**config.mk**
```make
export PLATFORM = sky130hd
export DESIGN_NAME = ant_readback
export DESIGN_NICKNAME = d
export VERILOG_FILES = /design/src/rtl/ant_readback.sv
export SDC_FILE = /design/constraint.sdc
export NUM_CORES = 1
export LEC_CHECK = 0
export ABC_AREA = 1
export CORE_MARGIN = 4
export CORE_UTILIZATION = 32
export DETAILED_ROUTE_END_ITERATION = 10
export MAX_ROUTING_LAYER = met4
export PLACE_DENSITY = 0.77
export REMOVE_ABC_BUFFERS = 1
export SLEW_MARGIN = 20
export SYNTH_ARGS = -nofsm -noshare
export SYNTH_HDL_FRONTEND = slang
export SYNTH_SLANG_ARGS = --single-unit
```
**constraint.sdc**
```tcl
create_clock -name Clk -period 1.18 [get_ports Clk]
set_input_delay 0.236 -clock Clk [delete_from_list [all_inputs] [get_ports Clk]]
set_output_delay 0.236 -clock Clk [all_outputs]
set_load 0.01 [all_outputs]
```
**src/rtl/ant_readback.sv**
```systemverilog
// Ant readback sweep: scans every ant, captures {id, holding, X, Y} and hands each word out over a valid/ready port.
// Optional feature macro ANT_READBACK_FILTER_EN: emit only ants that are holding sugar.
module ant_readback #(
    parameter int ANT_num      = 16,
    parameter int ANT_num_bits = 4,
    parameter int X_bits       = 8,
    parameter int Y_bits       = 7
) (
    input  logic                                    Clk,
    input  logic                                    Reset_n,
    input  logic                                    start,
    input  logic                                    abort,
    input  logic [ANT_num*X_bits-1:0]               Ant_X,
    input  logic [ANT_num*Y_bits-1:0]               Ant_Y,
    input  logic [ANT_num-1:0]                      Ant_holding_sugar,
    output logic                                    rd_valid,
    input  logic                                    rd_ready,
    output logic [ANT_num_bits+X_bits+Y_bits:0]     rd_data,
    output logic                                    busy,
    output logic                                    done,
    output logic [ANT_num_bits:0]                   word_count
);

    localparam int W = ANT_num_bits + 1 + X_bits + Y_bits;

    typedef enum logic [1:0] {
        IDLE = 2'd0,
        LOAD = 2'd1,
        SEND = 2'd2,
        DONE = 2'd3
    } state_t;

    function automatic logic [W-1:0] pack_word(input logic [ANT_num_bits-1:0] id,
                                               input logic                    hold,
                                               input logic [X_bits-1:0]       x,
                                               input logic [Y_bits-1:0]       y);
        return {id, hold, x, y};
    endfunction

    state_t                  state_r, state_nxt_s;
    logic [ANT_num_bits-1:0] index_r, index_nxt_s;
    logic [ANT_num_bits:0]   count_r, count_nxt_s;
    logic [W-1:0]            data_r, data_nxt_s;
    logic                    valid_r, valid_nxt_s;
    logic                    busy_r, done_r;
    logic [X_bits-1:0]       x_sel_s;
    logic [Y_bits-1:0]       y_sel_s;
    logic                    hold_sel_s;
    logic                    last_s;
    logic                    xfer_s;

    assign x_sel_s    = Ant_X[int'(index_r)*X_bits +: X_bits];
    assign y_sel_s    = Ant_Y[int'(index_r)*Y_bits +: Y_bits];
    assign hold_sel_s = Ant_holding_sugar[index_r];
    assign last_s     = (index_r == ANT_num_bits'(ANT_num - 1));
    assign xfer_s     = valid_r && rd_ready;

    // Next-state, index, counter and output-word decode
    always_comb begin
        state_nxt_s = state_r;
        index_nxt_s = index_r;
        count_nxt_s = count_r;
        data_nxt_s  = data_r;
        valid_nxt_s = 1'b0;
        case (state_r)
            IDLE: begin
                // abort beats a simultaneous start
                if (start && !abort) begin
                    index_nxt_s = '0;
                    count_nxt_s = '0;
                    state_nxt_s = LOAD;
                end else begin
                    state_nxt_s = IDLE;
                end
            end
            LOAD: begin
                if (abort) begin
                    state_nxt_s = IDLE;
`ifdef ANT_READBACK_FILTER_EN
                end else if (!hold_sel_s) begin
                    if (last_s) begin
                        state_nxt_s = DONE;
                    end else begin
                        index_nxt_s = index_r + ANT_num_bits'(1);
                        state_nxt_s = LOAD;
                    end
`endif
                end else begin
                    data_nxt_s  = pack_word(index_r, hold_sel_s, x_sel_s, y_sel_s);
                    valid_nxt_s = 1'b1;
                    state_nxt_s = SEND;
                end
            end
            SEND: begin
                if (abort) begin
                    state_nxt_s = IDLE;
                end else if (xfer_s) begin
                    count_nxt_s = count_r + (ANT_num_bits + 1)'(1);
                    if (last_s) begin
                        state_nxt_s = DONE;
                    end else begin
                        index_nxt_s = index_r + ANT_num_bits'(1);
                        state_nxt_s = LOAD;
                    end
                end else begin
                    valid_nxt_s = valid_r;
                end
            end
            DONE: begin
                state_nxt_s = IDLE;
            end
            default: begin
                state_nxt_s = IDLE;
            end
        endcase
    end

    // State and registered outputs, cleared asynchronously by Reset_n
    always_ff @(posedge Clk or negedge Reset_n) begin
        if (!Reset_n) begin
            state_r <= IDLE;
            index_r <= '0;
            count_r <= '0;
            data_r  <= '0;
            valid_r <= 1'b0;
            busy_r  <= 1'b0;
            done_r  <= 1'b0;
        end else begin
            state_r <= state_nxt_s;
            index_r <= index_nxt_s;
            count_r <= count_nxt_s;
            data_r  <= data_nxt_s;
            valid_r <= valid_nxt_s;
            busy_r  <= (state_nxt_s != IDLE);
            done_r  <= (state_nxt_s == DONE);
        end
    end

    assign rd_valid   = valid_r;
    assign rd_data    = data_r;
    assign busy       = busy_r;
    assign done       = done_r;
    assign word_count = count_r;

endmodule

```
==> impl_metrics.csv <==
group,metric,value,unit
cells_and_area,drive_gt1_frac,0.158,
synthesis,synth.ff_latch_count,34,
placement,placedCellCount,1153,
route,vias_per_cell,4.96,
clocking,cts_max_path_buffers,2,
floorplan,io_pins,289,
synthesis,synth.yosys.seq_area_share,0.222,
clocking,cts_max_level,2,
setup_path,crit_fanout,4,
setup_path,required,1.36,ns
route,maxUsedRoutingLayer,"met4",
setup_path,arrival,1.70,ns
power_and_ir_drop,ir_drop,670,uV
placement,numPortBuffers,288,
sta,finalSetupViolCount,30,
cells_and_area,design_area,0.00786,sq mm
global_route,grt.overflow.total,0,
synthesis,synth_top_cell_area_share,0.380,
route,met3RoutedLength,1360,microns
cells_and_area,num_antenna_cells,0,
synthesis,netlist_area,0.00384,sq mm
setup_path,rrSetupSlack,-0.34,ns
setup_path,reg2reg_from,"index_r[0]",
setup_path,path_class,"flip-flop to flip-flop",
global_route,grt_max_degree,72,
sta,maxSlewViolCount,0,
placement,place_ws,-0.424,ns
clocking,cts.clk_slew.worst_paths,0.05,ns
setup_path,reg2reg_depth,8,
route,postRouteAntennaNets,0,
outcome,violations,"setup timing",
sta,setup_tns,-6.41,ns
cells_and_area,finalNonFillerCells,1178,
route,drt_first_iter_violations,325,
clocking,cts_sinks,34,
sta,fin_crit_sh,1.29,
sta,setup_slack,-0.341,ns
synthesis,synth_warnings,0,
clocking,cts_root_buffer,"clkbuf_16",
route,drc_errors,0,
sta,finalHoldViolations,0,
floorplan,die_h,118,microns
setup_path,r2r-end,"done",
floorplan,dieArea,0.0138,sq mm
route,m1WireLength,7540,microns
placement,place_congestion,0.912,
power_and_ir_drop,pwr_density_cell,1010,mW/mm^2
synthesis,avgSynthCellArea,5.36,sq um
floorplan,num_rows,39,
synthesis,syn-instance-count,717,
global_route,grt_pass1_vias,5705,
cells_and_area,n_fill_cell,1030,
hold_path,min_path_type,"input pin to async pin",
clocking,cts_buffers,5,
clocking,cts_tree,"yes",
route,dr_wl_met2,9560,microns
route,wl,18800,microns
synthesis,synthTopCellsByArea,"nand2_1 (38%), dfrtp_1 (22%), nand3_1 (19%), buf_2 (4.2%), o211ai_1 (3.3%)",
sta,max_freq,658,MHz
synthesis,synth.distinct_cells,23,
power_and_ir_drop,leakagePower,3.74,nW
route,detail_route.first_pass.iterations,5,
global_route,grt_pass1_wl,28600,microns
cells_and_area,nets,1298,
floorplan,core_area,0.0116,sq mm
sta,worst_slew_pin_slew,0.284,ns
cells_and_area,area_growth,105,%
floorplan,die_x,118,microns
synthesis,synth_largest_area_cell,"nand2_1",
sta,skew,0.00310,ns
placement,hpwl,14000,microns
route,wl_per_cell,15.9,microns
global_route,grt_usage,0.258,
floorplan,start_util,0.332,
sta,rsz0062_at_grt,"yes",
sta,period_needed,1.52,ns
global_route,antenna_found_initial,0,
outcome,status,"finished, violations left",
route,via_count,5844,
setup_path,startpoint_type,"flip-flop",
flow_run,max_cap_viol_count,0,
placement,dpl_cell_area,0.00721,sq mm
sta,worst_hold_slack,0.469,ns
clocking,clk_latency,0.28,ns
sta,relSlewSlack,0.810,
setup_path,end_kind,"flip-flop",
## worst max-delay path, stage by stage (launching register included)
cell and delay, ns:
dfrtp_4 0.54, buf_4 0.17, ha_4 0.16, nand2_2 0.08, o21ai_1 0.09, a21oi_2 0.20
inv_1 0.08, nand2_1 0.07, inv_1 0.03
## per-stage QoR
stage                      util  total power, mW
after global placement    0.623             6.21
after floorplan               -             3.77
after detailed placement  0.623             6.25
after CTS                 0.663             7.84
final                     0.679             7.93
after global routing      0.679             8.50
## flip-flops by register name (all words and copies together) (netlist names)
register / cells
done: 1
word_count: 5
rd_valid: 1
index_r: 4
busy: 1
rd_data: 20
state_r: 2
## per-layer routing
layer / GRT usage / up-vias
li1: - / 2950
met1: 0.293 / 2617
met2: 0.467 / 252
met3: 0.0538 / 25
met4: 0.0586 / 0
met5: - / -
## power by group
part | internal (mW) | switching (mW) | total [mW]
registers | 1.45 | 0.211 | 1.66
logic | 2.53 | 2.50 | 5.03
clock network | 0.761 | 0.473 | 1.23
## worst max path at each step
stage	end	start	slack (ns)	cells past startpoint
CTS	rd_data[6]	index_r[0]	-0.30	9
finish	done	index_r[0]	-0.34	8
detailed placement	rd_data[8]	abort	-0.42	7
global placement	rd_data[3]	abort	-0.36	7
floorplan	index_r[3]	index_r[0]	-3.16	5
global route	done	index_r[0]	-0.40	8
## placed cells by master, fill, tap and decap left out, types with 4 or more instances in the layout
cell / netlist / final
buf_16: 0 / 4
nor2_1: 18 / 13
nand2_2: 2 / 27
a21oi_1: 13 / 10
o21ai_1: 1 / 7
nand3_2: 0 / 18
clkdlybuf4s15_1: 0 / 15
buf_12: 0 / 15
buf_6: 0 / 6
dfrtp_1: 34 / 32
inv_2: 4 / 4
nand2_4: 1 / 5
clkbuf_2: 0 / 10
clkdlybuf4s50_1: 0 / 258
nor2_2: 1 / 4
o211ai_1: 17 / 17
inv_1: 15 / 12
nand3_1: 146 / 128
nand2_1: 389 / 360
buf_4: 11 / 44
clkbuf_16: 0 / 7
o21ai_0: 16 / 9
## what timing repair did
action                                  CTS  global route
gates resized for setup                  95            70
pin swaps                                11            17
hold buffers                              1             0
gates cloned                              4             2
setup buffers                             8             4
hold endpoints to repair                 34             0
endpoints found under the setup margin   58            44
## logic make-up after synthesis
group | count (synthesis) | share of synthesized area
adders and majority gates | 2 | 0.00652
DFF | 34 | 0.222
AOI/OAI and AO/OA | 49 | 0.0762
xor gates and xnor gates | 3 | 0.00684
buffers and inverters | 70 | 0.0896
and+or+nand+nor | 559 | 0.599
## cell usage after synthesis
master / number
buf_4: 11
nand2_2: 2
xor2_1: 3
or2_0: 1
inv_2: 4
buf_2: 32
nand2_1: 389
nor2_1: 18
nor2_2: 1
inv_1: 15
ha_1: 2
a21oi_1: 13
o21ai_1: 1
buf_1: 3
o21ai_0: 16
o211ai_1: 17
clkinv_1: 1
nand2_4: 1
nand4_1: 1
o31ai_1: 2
dfrtp_1: 34
clkbuf_1: 4
nand3_1: 146
## area by class of cell
type,count,area (sq um),area share
Timing Repair Buffer,361,3700,0.472
Multi-Input combinational cell,613,2890,0.368
Clock inverter,2,10.0,0.00127
Sequential cell,34,856,0.109
Tap cell,143,179,0.0228
Clock buffer,5,125,0.0159
Inverter,20,93.8,0.0119
(Power assumes the default switching activity.)
